**config.mk**
```make
export PLATFORM = sky130hd
export DESIGN_NAME = stochastic_adder_pipe
export DESIGN_NICKNAME = d
export VERILOG_FILES = /design/src/rtl/stochastic_adder_pipe_pkg.sv /design/src/rtl/stochastic_adder_pipe_lfsr.sv /design/src/rtl/stochastic_adder_pipe.sv
export SDC_FILE = /design/constraint.sdc
export NUM_CORES = 1
export LEC_CHECK = 0
export BUFFER_PORTS_ARGS = -buffer_cell sky130_fd_sc_hd__buf_2
export CAP_MARGIN = 20
export CORE_UTILIZATION = 62
export DETAILED_ROUTE_END_ITERATION = 16
export PLACE_DENSITY = 0.95
export RECOVER_POWER = 50
export SLEW_MARGIN = 0
export SYNTH_ARGS = -nofsm -noshare
export SYNTH_HDL_FRONTEND = slang
export SYNTH_HIERARCHICAL = 1
export SYNTH_SLANG_ARGS = --single-unit
```
**constraint.sdc**
```tcl
create_clock -name clk -period 9.5 [get_ports clk]
set_input_delay 2.85 -clock clk [delete_from_list [all_inputs] [get_ports clk]]
set_output_delay 2.85 -clock clk [all_outputs]
set_load 0.02 [all_outputs]
```
**src/rtl/stochastic_adder_pipe_pkg.sv**
```systemverilog
// Shared types and constants for the stochastic adder pipeline:
// operating modes, Galois LFSR tap masks and the default seed.
package stochastic_pkg;

  typedef enum logic [1:0] {
    MODE_EXACT  = 2'd0,
    MODE_XOR    = 2'd1,
    MODE_SEXACT = 2'd2,
    MODE_SXOR   = 2'd3
  } mode_e;

  localparam logic [15:0] DEFAULT_SEED = 16'hACE1;

  // Right-shifting Galois tap masks (bit k set for polynomial term x^(k+1)).
  localparam logic [7:0]  LFSR_TAPS_8  = 8'hB8;
  localparam logic [15:0] LFSR_TAPS_16 = 16'hB400;
  localparam logic [23:0] LFSR_TAPS_24 = 24'hE10000;
  localparam logic [31:0] LFSR_TAPS_32 = 32'h80200003;

  function automatic logic [31:0] lfsr_taps(input int unsigned w);
    case (w)
      8:       return {24'd0, LFSR_TAPS_8};
      24:      return {8'd0, LFSR_TAPS_24};
      32:      return LFSR_TAPS_32;
      default: return {16'd0, LFSR_TAPS_16};
    endcase
  endfunction

  function automatic logic is_xor(input mode_e m);
    return (m == MODE_XOR) || (m == MODE_SXOR);
  endfunction

  function automatic logic is_stochastic(input mode_e m);
    return (m == MODE_SEXACT) || (m == MODE_SXOR);
  endfunction

endpackage

```
**src/rtl/stochastic_adder_pipe_lfsr.sv**
```systemverilog
// Seedable right-shifting Galois LFSR; a load takes priority over a step.
module lfsr_galois #(
  parameter int           W    = 16,
  parameter logic [W-1:0] TAPS = W'(16'hB400),
  parameter logic [W-1:0] SEED = W'(16'hACE1)
) (
  input  logic         clk,
  input  logic         rst_n,
  input  logic         step,
  input  logic         load,
  input  logic [W-1:0] load_val,
  output logic [W-1:0] state
);

  logic [W-1:0] state_q;
  logic [W-1:0] state_d;

  always_comb begin
    state_d = state_q;
    if (load) begin
      state_d = load_val;
    end else if (step) begin
      state_d = (state_q >> 1) ^ (state_q[0] ? TAPS : '0);
    end
  end

  always_ff @(posedge clk or negedge rst_n) begin
    if (!rst_n) begin
      state_q <= SEED;
    end else begin
      state_q <= state_d;
    end
  end

  assign state = state_q;

endmodule

```
**src/rtl/stochastic_adder_pipe.sv**
```systemverilog
// Two-stage valid/ready approximate adder: exact or XOR add with optional
// LFSR-driven per-bit flips, plus a saturating count of delivered flips.
module stochastic_adder_pipe
  import stochastic_pkg::*;
#(
  parameter int                N      = 8,
  parameter int                LFSR_W = 16,
  parameter int                PROB_W = 8,
  parameter logic [LFSR_W-1:0] SEED   = LFSR_W'(DEFAULT_SEED)
) (
  input  logic              clk,
  input  logic              rst_n,
  input  logic              in_valid,
  output logic              in_ready,
  input  logic [N-1:0]      a,
  input  logic [N-1:0]      b,
  input  logic [1:0]        mode,
  input  logic [PROB_W:0]   flip_thresh,
  input  logic              seed_load,
  input  logic [LFSR_W-1:0] seed,
  input  logic              cnt_clr,
  output logic              out_valid,
  input  logic              out_ready,
  output logic [N-1:0]      sum,
  output logic              carry_out,
  output logic [N-1:0]      flip_mask,
  output logic [15:0]       flip_count
);

  localparam logic [LFSR_W-1:0] TAPS = LFSR_W'(lfsr_taps(LFSR_W));

  logic              s1_en, s2_en, accept, deliver;
  logic [LFSR_W-1:0] lfsr_state;
  logic [LFSR_W-1:0] seed_eff;
  logic [N-1:0]      mask_now;
  logic [N:0]        raw;
  logic [N-1:0]      eff_mask;
  logic [16:0]       pop;
  logic [16:0]       count_sum;

  logic              s1_valid_q, s1_valid_d;
  logic [N-1:0]      s1_a_q, s1_a_d, s1_b_q, s1_b_d, s1_mask_q, s1_mask_d;
  mode_e             s1_mode_q, s1_mode_d;

  logic              s2_valid_q, s2_valid_d;
  logic [N-1:0]      sum_q, sum_d, flip_mask_q, flip_mask_d;
  logic              carry_q, carry_d;
  logic [15:0]       flip_count_q, flip_count_d;

  assign s2_en    = !s2_valid_q || out_ready;
  assign s1_en    = !s1_valid_q || s2_en;
  assign in_ready = s1_en;
  assign accept   = in_valid && s1_en;
  assign deliver  = s2_valid_q && out_ready;
  assign seed_eff = (seed == '0) ? SEED : seed;

  // Stepping only on accept keeps the mask sequence independent of stalls.
  lfsr_galois #(
    .W    (LFSR_W),
    .TAPS (TAPS),
    .SEED (SEED)
  ) u_lfsr (
    .clk      (clk),
    .rst_n    (rst_n),
    .step     (accept),
    .load     (seed_load),
    .load_val (seed_eff),
    .state    (lfsr_state)
  );

  // Bit i compares the low PROB_W bits of the state rotated left by i.
  for (genvar gi = 0; gi < N; gi++) begin : g_mask
    localparam int SH = gi % LFSR_W;
    logic [LFSR_W-1:0] rot;
    logic [PROB_W-1:0] r_low;
    assign rot   = (lfsr_state << SH) | (lfsr_state >> (LFSR_W - SH));
    assign r_low = PROB_W'(rot);
    assign mask_now[gi] = is_stochastic(mode_e'(mode)) && ({1'b0, r_low} < flip_thresh);
  end

  always_comb begin
    s1_valid_d = s1_valid_q;
    s1_a_d     = s1_a_q;
    s1_b_d     = s1_b_q;
    s1_mode_d  = s1_mode_q;
    s1_mask_d  = s1_mask_q;
    if (s1_en) begin
      s1_valid_d = in_valid;
    end
    if (accept) begin
      s1_a_d    = a;
      s1_b_d    = b;
      s1_mode_d = mode_e'(mode);
      s1_mask_d = mask_now;
    end
  end

  always_comb begin
    if (is_xor(s1_mode_q)) begin
      raw = {1'b0, s1_a_q ^ s1_b_q};
    end else begin
      raw = {1'b0, s1_a_q} + {1'b0, s1_b_q};
    end
    eff_mask = is_stochastic(s1_mode_q) ? s1_mask_q : '0;
  end

  always_comb begin
    s2_valid_d  = s2_valid_q;
    sum_d       = sum_q;
    carry_d     = carry_q;
    flip_mask_d = flip_mask_q;
    if (s2_en) begin
      s2_valid_d = s1_valid_q;
      if (s1_valid_q) begin
        sum_d       = raw[N-1:0] ^ eff_mask;
        carry_d     = raw[N] && !is_xor(s1_mode_q);
        flip_mask_d = eff_mask;
      end
    end
  end

  always_comb begin
    pop = '0;
    for (int i = 0; i < N; i++) begin
      pop = pop + 17'(flip_mask_q[i]);
    end
    count_sum    = {1'b0, flip_count_q} + pop;
    flip_count_d = flip_count_q;
    if (cnt_clr) begin
      flip_count_d = '0;
    end else if (deliver) begin
      flip_count_d = count_sum[16] ? 16'hFFFF : count_sum[15:0];
    end
  end

  always_ff @(posedge clk or negedge rst_n) begin
    if (!rst_n) begin
      s1_valid_q   <= 1'b0;
      s1_a_q       <= '0;
      s1_b_q       <= '0;
      s1_mode_q    <= MODE_EXACT;
      s1_mask_q    <= '0;
      s2_valid_q   <= 1'b0;
      sum_q        <= '0;
      carry_q      <= 1'b0;
      flip_mask_q  <= '0;
      flip_count_q <= '0;
    end else begin
      s1_valid_q   <= s1_valid_d;
      s1_a_q       <= s1_a_d;
      s1_b_q       <= s1_b_d;
      s1_mode_q    <= s1_mode_d;
      s1_mask_q    <= s1_mask_d;
      s2_valid_q   <= s2_valid_d;
      sum_q        <= sum_d;
      carry_q      <= carry_d;
      flip_mask_q  <= flip_mask_d;
      flip_count_q <= flip_count_d;
    end
  end

  assign out_valid  = s2_valid_q;
  assign sum        = sum_q;
  assign carry_out  = carry_q;
  assign flip_mask  = flip_mask_q;
  assign flip_count = flip_count_q;

endmodule

```
* After elaboration in Yosys (flattened, before gate mapping)
Index checks and enable logic that the tools add are counted.
** Cells by class
- Add/sub/neg operators :: 9
- Multiply operators :: 0
- Divide/modulo/power cells :: 0
- Order comparisons :: 8
- Eq/ne operators :: 5
- Shifts and indexed selects :: 0
- Muxes and demuxes :: 9
- Bitwise logic cells :: 10
- Reductions and logical operators :: 23
** Operators with widths (count)
- $mux 16 :: 7
- $lt 8x9->1 :: 8
- $add 16x8->17 :: 1
- $logic_not 16->1 :: 1
- $xor 15x16->16 :: 1
- $xor 8x8->8 :: 2
- $logic_and 1x1->1 :: 11
- $add 8x8->9 :: 1
- $mux 9 :: 1
- $add 7x1->8 :: 1
- $eq 2x2->1 const B :: 4
- $mux 8 :: 1
- $or 8x1->8 :: 1
- $or 8x2->8 :: 1
- $or 8x3->8 :: 1
- $or 8x4->8 :: 1
- $or 8x5->8 :: 1
- $or 8x6->8 :: 1
- $or 8x7->8 :: 1
- $add 6x1->7 :: 1
- $add 5x1->6 :: 1
- $add 4x1->5 :: 1
- $logic_or 1x1->1 :: 5
- $add 3x1->4 :: 1
- 6 further kinds :: 9
** Word-level totals
- Flip-flop bits (word level) :: 77
- Bits in latches :: 0
- Memory bits (writable) :: 0
- Bits in read-only memories :: 0
- Bits of input ports :: 49
- Output and inout bits :: 35
- Logic and storage cells :: 75
- Memories kept :: 0

* Longest topological paths before layout
Gate-level depths: netlist of run 1.
- Depth in word-level cells :: 11
- Gate-level depth with buffers :: 13
- Depth with buffers taken out :: 12

* Hierarchy
Netlist of run 1, hierarchy kept.
** By module, submodules not included
- stochastic_adder_pipe :: instances 1, cells each 459, area each 4529.3 µm²
- lfsr_galois :: instances 1, cells each 74, area each 804.5 µm²

* Worst setup path before layout of run 1
No wires, ideal clock.
- Path type :: input port to output port
- Start :: input port out_ready
- End :: output port in_ready
- Arrival :: 3.128 ns
- Data required time :: 6.650 ns
- Slack :: 3.522 ns
- Cell stages on the path :: 1
- Path buffers :: 0
- Cells stage by stage :: nand3b_1
** On the way
- Cells in the longest elaborated chain, start to end :: 2
** RTL lines
- start: declaration :: line stochastic_adder_pipe.sv:23 : input logic out_ready,
- $logic_or 1x1->1 :: line stochastic_adder_pipe.sv:50 : assign s2_en = !s2_valid_q || out_ready;
- $logic_or 1x1->1 :: line stochastic_adder_pipe.sv:51 : assign s1_en = !s1_valid_q || s2_en;
- end: declaration :: line stochastic_adder_pipe.sv:14 : output logic in_ready,
No other way between the ends.

==> impl_metrics.json, run 1 <==
{
  "dieArea_um2": 8980,
  "post_drt_via_cell_ratio": 6.36,
  "worstPathCellList": "clkbuf_1",
  "swShare": 0.397,
  "most-common-layout-cells": "70 x ha_1, 69 x dfrtp_1, 68 x buf_2",
  "routed_wl_um": 13000,
  "cts_num_sinks": 77,
  "p_int_mw": 0.664,
  "required_ps": 9030,
  "htreeDepth": 3,
  "outcome": "finished, violations left",
  "maxCapViolCount": 1,
  "finClkSkew_ps": 16.4,
  "clockRootBuffer": "clkbuf_8",
  "clock_latency_ps": 370,
  "slew_viol_final": 78,
  "synth_area_leader_cell": "dfrtp_1",
  "grt_busiest_layer": "met2",
  "cpMaxStageDelayCell": "clkbuf_1",
  "synth_edf_count": 0,
  "synthTopCellsByArea": "dfrtp_1 32%, ha_1 16%, dfstp_2 3.9%",
  "grt_util_met1": 0.370,
  "critPathTopFamily": "buffers and inverters",
  "synth_flop_cell": "dfrtp_1",
  "grt_antenna_before_repair": 0,
  "postCtsHoldBufs": 0,
  "row_count": 33,
  "area.growth.synth_to_final_pct": 10.7,
  "core_um2": 8260,
  "fmax_ghz": 0.161,
  "slew_headroom": -1.72,
  "cts_tree": "yes",
  "setup_viol": 0,
  "grt-ovfl-total": 0,
  "synth_cells": 533,
  "violations": "capacitance limit, slew limit",
  "vias": 4513,
  "p_sw_mw": 0.438,
  "period_share": 0.653,
  "p_leak_nw": 2.86,
  "synthesis.area_um2": 5330,
  "max_slew.worst_pin.slew_ps": 4080,
  "hold_class": "reg2reg",
  "power_frac_clock": 0.223,
  "nNetsFinal": 725,
  "ioPinCount": 84,
  "cp-start-kind": "input pin",
  "r2r_slack_ps": 5500,
  "synth_top_area_frac": 0.324,
  "dp.final_hpwl_um": 9320,
  "yosysWarnings": 6,
  "hold_end": "carry_out",
  "end_kind": "async pin",
  "grt_pass1_wl_um": 21400,
  "rr_worst_depth": 12,
  "path_clk_slew_ps": 100,
  "grt.met3_usage": 0.0564,
  "critical_path_class": "in2async",
  "dr.pass1.iters": 5,
  "cts_made_buffers": 9,
  "gp_congestion": 0.860,
  "ant_nets": 0,
  "grt_start_max_net_pins": 78,
  "peakVddDrop_uv": 92.3,
  "drcViolationCount": 0,
  "power_mw": 1.10,
  "slowest_delay_ps": 2810,
  "synthDistinctLibCells": 53,
  "crit_fanout": 77,
  "dr.first_iter.drc_count": 424,
  "fillers": 580,
  "r2r_start": "flip_mask[0]",
  "power.density_nw_per_um2": 187,
  "start_util": 0.646,
  "rsz0062_at_grt": "no",
  "die-width_um": 94.8,
  "gr-usage-met2": 0.518,
  "die_y_um": 94.8,
  "holdCritStartpoint": "carry_out",
  "final_common_cell": "ha_1",
  "period_minus_slack_ps": 6200,
  "grt_pass1_vias": 4649,
  "synth_fp_nets": 658,
  "seqPwrFrac": 0.401,
  "clk_path_buf_depth": 2,
  "syn_avg_cell_area_um2": 10.0,
  "cts_resized": 0,
  "power.share.combinational": 0.375,
  "ys_seq_area_frac": 0.363,
  "post_cts_buffers": 0,
  "wl_per_cell_um": 18.3,
  "async_flop_share": 1.00,
  "arrival_ps": 5730,
  "rr_endpoint": "flip_count[7]",
  "hold_viol": 0,
  "ys_seq_elements": 77,
  "track_usage": 0.309,
  "layout-drive-gt1-share": 0.217,
  "critPathBufInv": 1,
  "fin_setup_tns_ps": 0,
  "io_buffers": 83,
  "antennaDiodeCount": 0,
  "whs_path_depth": 2
}
-- metrics by stage --
step / setup WS (ps) / utilization / hold WS (ps) / cell area (um^2) / instances
floorplan: 3520 / - / 457 / 5330 / 533
global placement: 3350 / 0.695 / 461 / 5740 / 694
detailed placement: 3320 / 0.695 / 474 / 5740 / 694
CTS: 3310 / 0.718 / 497 / 5930 / 710
global route: 2460 / 0.715 / 532 / 5910 / 710
finish: 3300 / 0.715 / 502 / 5910 / 710
-- cell type report --
cell class	count	area, um^2	share of cell area
clock buffer	9	124	0.0210
clock inverter	7	63.8	0.0108
inverter	20	75.1	0.0127
multi-input combinational	409	3180	0.538
sequential	77	1940	0.328
tap	105	131	0.0222
timing repair buffer	83	397	0.0671
-- worst max-delay path by stage --
| stage | cells after the start | start | slack, ps | endpoint |
|---|---|---|---|---|
| floorplan | 1 | out_ready | 3520 | in_ready |
| global placement | 3 | out_ready | 3350 | in_ready |
| detailed placement | 3 | out_ready | 3320 | in_ready |
| CTS | 3 | out_ready | 3310 | in_ready |
| global route | 1 | rst_n | 2460 | s1_b_q[7] |
| finish | 1 | rst_n | 3300 | s1_mask_q[3] |
-- state kept, by name (all words and copies together), names as in the netlist --
signal / flops
sum: 8
s1_mask_q: 8
s1_b_q: 8
out_valid: 1
flip_count: 16
s1_mode_q: 2
s1_a_q: 8
flip_mask: 8
u_lfsr/state: 16
s1_valid_q: 1
carry_out: 1
-- power by group through the flow --
stage / Sequential (mW) / Clock [mW] / Combinational, mW
2_1_floorplan: 0.465 / 0 / 0.263
3_3_place_gp: 0.441 / 0 / 0.380
3_5_place_dp: 0.445 / 0 / 0.412
4_1_cts: 0.439 / 0.247 / 0.417
5_1_grt: 0.448 / 0.265 / 0.461
6_report: 0.442 / 0.246 / 0.414
-- logic make-up after synthesis --
family / after synthesis / share of synthesized area
simple gates: 157 / 0.161
compound gates: 125 / 0.152
flops: 77 / 0.363
fa+ha+maj: 76 / 0.187
buf+inv: 47 / 0.0410
mux: 32 / 0.0643
xor+xnor: 19 / 0.0312
-- metal layers --
metal / vias up / wire [um] / part of all wire
met5: - / 0 / 0
met4: 0 / 472 / 0.036
met3: 51 / 727 / 0.056
met2: 207 / 6510 / 0.50
met1: 2172 / 5310 / 0.41
li1: 2083 / - / -
-- Yosys cell counts (8+ instances only) --
cell type,count
a2111oi_0,8
a21o_1,12
a21oi_1,40
and3_1,10
clkbuf_1,15
dfrtp_1,69
dfstp_2,8
ha_1,70
inv_1,20
mux2_2,18
mux2i_1,14
nand2_1,48
nand2b_1,23
nand3_1,16
nor2_1,10
nor2b_1,11
nor3_1,8
o21ai_0,21
o21ai_1,10
o221a_2,8
xnor2_1,17
Note: power is estimated with default switching activity, not from simulation.
==> inputs of run 2 (changes only) <==
- CORE_UTILIZATION: 62 -> 52
- PLACE_DENSITY: 0.95 -> 0.89
- clock period: 9.5 -> 5.7 ns (I/O delays scaled with it)
==> run 2 against run 1 <==
The flow still finishes with violations (capacitance limit, slew limit). Cell area rose by 0.61%. Global-route usage down 6.2 points. Wire length fell by 5.3%. Combinational power is 66% higher. Total power grew 65%. First-iteration DRC count decreased by 62%. Final cell count rose by 4.1%.
==> impl_metrics.json, run 2 (same netlist as run 1, synthesis figures left out) <==
{
  "grt_start_max_net_pins": 48,
  "outcome": "finished, violations left",
  "start_util": 0.541,
  "final_common_cell": "ha_1",
  "cts_tree": "yes",
  "period_minus_slack_ps": 4020,
  "whs_path_depth": 2,
  "postCtsHoldBufs": 0,
  "worst_slack_ps": 1680,
  "wl_per_cell_um": 16.7,
  "track_usage": 0.247,
  "cp-start-kind": "flop",
  "vias": 4386,
  "violations": "capacitance limit, slew limit",
  "peakVddDrop_uv": 167,
  "grt_antenna_before_repair": 0,
  "critPathTopFamily": "adder cells",
  "finClkSkew_ps": 18.7,
  "slowest_delay_ps": 550,
  "dr.pass1.iters": 5,
  "core_um2": 9860,
  "setup_viol": 0,
  "ant_nets": 0,
  "rsz0062_at_grt": "no",
  "holdWs_ps": 499,
  "place_ws_ps": 1680,
  "antennaDiodeCount": 0,
  "power.density_nw_per_um2": 306,
  "layout-drive-gt1-share": 0.213,
  "period_share": 0.706,
  "critPathBufInv": 2,
  "row_count": 36,
  "rr_worst_depth": 12,
  "grt-ovfl-total": 0,
  "grt_pass1_wl_um": 20200,
  "max_slew.worst_pin.slew_ps": 1760,
  "clk_path_buf_depth": 2,
  "cts_num_sinks": 77,
  "clockRootBuffer": "clkbuf_8",
  "hold_class": "reg2reg",
  "nNetsFinal": 726,
  "gp_congestion": 0.876,
  "grt_pass1_vias": 4402,
  "most-common-layout-cells": "70 x ha_1, 69 x dfrtp_1, 65 x buf_2",
  "slew_headroom": -0.176,
  "arrival_ps": 4270,
  "fin_setup_tns_ps": 0,
  "slew_viol_final": 32,
  "required_ps": 5950,
  "area.growth.synth_to_final_pct": 11.4,
  "cpMaxStageDelayCell": "fa_1",
  "post_cts_buffers": 0,
  "post_drt_via_cell_ratio": 5.94,
  "dr.first_iter.drc_count": 163,
  "cts_resized": 0,
  "p_leak_nw": 2.85,
  "routed_wl_um": 12300,
  "dieArea_um2": 10700,
  "fmax_ghz": 0.249,
  "io_buffers": 83,
  "dp.final_hpwl_um": 9380,
  "die_y_um": 103,
  "end_kind": "flop",
  "crit_fanout": 12,
  "crit_cells": 12,
  "critical_path_class": "reg2reg",
  "htreeDepth": 3,
  "clock_latency_ps": 360,
  "worst_path_most_repeated_cell": "fa_1",
  "maxCapViolCount": 1,
  "die-width_um": 103,
  "path_clk_slew_ps": 100,
  "drcViolationCount": 0,
  "ioPinCount": 84,
  "cts_made_buffers": 9,
  "hold_viol": 0,
  "worstPathCellList": "fa_1 > inv_1 > fa_1 > fa_1 > fa_1 > inv_1 > fa_1 > and3_1 > or2_2 > nand4_2 > and4_2 > nor3_1"
}
==> run 2: cell count changes in the layout (fill, tap and decap cells not counted), sizes merged <==
| cell | before | now |
|---|---|---|
| buf | 68 | 65 |
| clkbuf | 24 | 28 |
| clkinv | 0 | 1 |
| inv | 25 | 24 |
==> run 2: worst min-delay path, stage by stage, from the launching register on <==
cell and delay [ps]:
dfrtp_1 360, nand2_1 50, o21ai_0 60
==> run 2: final cells by class <==
cell class	instances	area, um^2
fillers	816	3920
multi-input cells	409	3180
flip-flops and latches	77	1940
repair buffers	84	398
well taps	133	166
clock buffers	9	124
inverters	20	75.1
clock inverters	7	63.8
==> run 2: power by group <==
part | switching, mW | internal [mW] | total [mW]
registers | 0.0919 | 0.644 | 0.736
clock network | 0.232 | 0.168 | 0.400
logic | 0.392 | 0.294 | 0.686
==> run 2: final timing paths <==
check / startpoint / endpoint / slack [ps]
min in group asynchronous: rst_n / flip_count[12] / 1800
max reg2reg: flip_mask[0] / flip_count[10] / 1680
max in group asynchronous: rst_n / flip_count[6] / 1950
min reg2reg: sum[3] / sum[3] / 500
max: flip_mask[0] / flip_count[10] / 1680
min: sum[3] / sum[3] / 500
==> run 2: routing by layer <==
metal	part of all wire	routed length, um	track usage
met5	0	0	0
met4	0.019	235	0.0943
met3	0.049	607	0.0544
met2	0.49	6060	0.430
met1	0.44	5430	0.300
==> run 2: metrics by stage <==
stage / total power, mW / instance area, um^2 / util / cells
after floorplan: 1.21 / 5330 / - / 533
after global placement: 1.38 / 5780 / 0.586 / 723
after detailed placement: 1.44 / 5780 / 0.586 / 723
after CTS: 1.84 / 5970 / 0.605 / 739
after global routing: 1.95 / 5940 / 0.602 / 739
final: 1.82 / 5940 / 0.602 / 739
==> inputs of run 3 (changes only) <==
- clock period: 5.7 -> 3.35 ns (I/O delays scaled with it)
==> run 3 against run 2 <==
The run ends with capacitance limit, slew limit, setup timing left. Clock power grew 110%. Critical path depth is the same. Fmax grew 8.9%. Non-clock buffer count grew 15. Clock skew shrank 6.1 ps. Sequential power grew 70%. Total power grew 87%. Global-route usage grew 1.7 points. Final cell count grew 2.3%. Critical endpoint is now flip_count[14]. Largest cell class unchanged. Largest power group is now combinational logic.
==> impl_metrics.json, run 3 (same netlist as run 1, synthesis figures left out) <==
{
  "outcome": "finished, violations left",
  "violations": "capacitance limit, slew limit, setup timing",
  "dr.pass1.iters": 5,
  "dieArea_um2": 10700,
  "routed_wl_um": 13400,
  "area.growth.synth_to_final_pct": 16.6,
  "instances_no_fill": 756,
  "cts_made_buffers": 9,
  "core_um2": 9860,
  "peakVddDrop_uv": 349,
  "swShare": 0.364,
  "arrival_ps": 3980,
  "place_ws_ps": -357,
  "power.density_nw_per_um2": 549,
  "dp.cells": 735,
  "clock_latency_ps": 360,
  "grt_util_met1": 0.328,
  "hold_class": "reg2reg",
  "grt_pass1_wl_um": 21700,
  "seqPwrFrac": 0.366,
  "max_slew.worst_pin.slew_ps": 1780,
  "track_usage": 0.264,
  "critical_path_class": "reg2reg",
  "grt_busiest_layer": "met2",
  "postCtsHoldBufs": 0,
  "postPlaceCellArea_um2": 5940,
  "required_ps": 3630,
  "fillers": 753,
  "period_share": 1.10,
  "die_y_um": 103,
  "post-route-util": 0.631,
  "clockRootBuffer": "clkbuf_8",
  "ioPinCount": 84,
  "grt.met3_usage": 0.0551,
  "crit_fanout": 4,
  "dp.final_hpwl_um": 9530,
  "worst_slack_ps": -342,
  "multi_input_area_um2": 3270,
  "drcViolationCount": 0,
  "start_util": 0.541,
  "fin_area_um2": 6220,
  "die-width_um": 103,
  "most-common-layout-cells": "82 x buf_2, 70 x ha_1, 68 x dfrtp_1",
  "fin_setup_tns_ps": -4600,
  "setup_viol": 16,
  "grt_pass1_vias": 4610,
  "slew_viol_final": 33,
  "io_buffers": 83,
  "clk_path_buf_depth": 2,
  "gp_congestion": 0.843,
  "row_count": 36,
  "nNetsFinal": 742,
  "final_common_cell": "buf_2",
  "layout-drive-gt1-share": 0.278,
  "fmax_ghz": 0.271,
  "power_mw": 3.41,
  "maxCapViolCount": 1,
  "finClkSkew_ps": 12.6,
  "gr-usage-met2": 0.443,
  "holdWs_ps": 490,
  "path_clk_slew_ps": 90,
  "cp-start-kind": "flop",
  "rsz0062_at_grt": "yes",
  "slew_headroom": -0.184,
  "cts_num_sinks": 77,
  "power.share.combinational": 0.385,
  "final-seq-area_um2": 1940,
  "p_sw_mw": 1.24,
  "period_minus_slack_ps": 3690,
  "grt_antenna_before_repair": 0,
  "wl_per_cell_um": 17.7,
  "grt_start_max_net_pins": 45,
  "p_int_mw": 2.17,
  "hold_viol": 0,
  "cts_tree": "yes",
  "ant_nets": 0,
  "grt-ovfl-total": 0,
  "power_frac_clock": 0.249,
  "end_kind": "flop",
  "htreeDepth": 3,
  "post_drt_via_cell_ratio": 6.05,
  "vias": 4576,
  "p_leak_nw": 3.03,
  "dr.first_iter.drc_count": 245
}
[run 3: final timing paths]
path                                    from              end  slack [ps]  depth (start not counted)
worst min-delay path                  sum[1]           sum[1]         490                          2
worst min register to register        sum[1]           sum[1]         490                          2
worst max register to register  flip_mask[0]   flip_count[14]        -340                         12
min in group asynchronous              rst_n   flip_count[10]        1100                          1
worst max-delay path            flip_mask[0]   flip_count[14]        -340                         12
max in group asynchronous              rst_n  u_lfsr/state[1]         820                          2
[run 3: repair_timing]
| action | in CTS | in global routing |
|---|---|---|
| resized for setup | 10 | 4 |
| setup buffers | 3 | 0 |
| pin swaps | 6 | 3 |
| cloned | 1 | 0 |
| setup endpoints to repair | 16 | 16 |
[run 3: area by class of cell]
type                    instances  share of cell area
well taps                     133              0.0267
flip-flops and latches         77               0.312
diodes                          1            0.000402
clock inverters                 6              0.0179
clock buffers                  10              0.0205
multi-input cells             410               0.525
repair buffers                 99              0.0859
inverters                      20              0.0121
[run 3: worst max-delay path: stages (launching register included)]
cell and delay [ps]:
dfrtp_2 430, fa_1 540, inv_1 60, fa_1 460, fa_1 530, fa_2 220
inv_2 40, fa_2 360, and3_4 180, o211a_1 260, nor2b_4 150, and4_2 240
nor3_2 140
[run 3: routing by layer]
layer	vias to the layer above	part of all wire
met2	199	0.49
met4	0	0.025
met3	43	0.058
met1	2207	0.42
li1	2127	-
met5	-	0
[run 3: power by group through the flow]
stage	Combinational (mW)	Clock, mW	Sequential, mW
floorplan	0.763	0	1.32
global placement	1.15	0	1.25
detailed placement	1.24	0	1.26
CTS	1.31	0.853	1.25
global route	1.46	0.885	1.27
finish	1.31	0.850	1.25
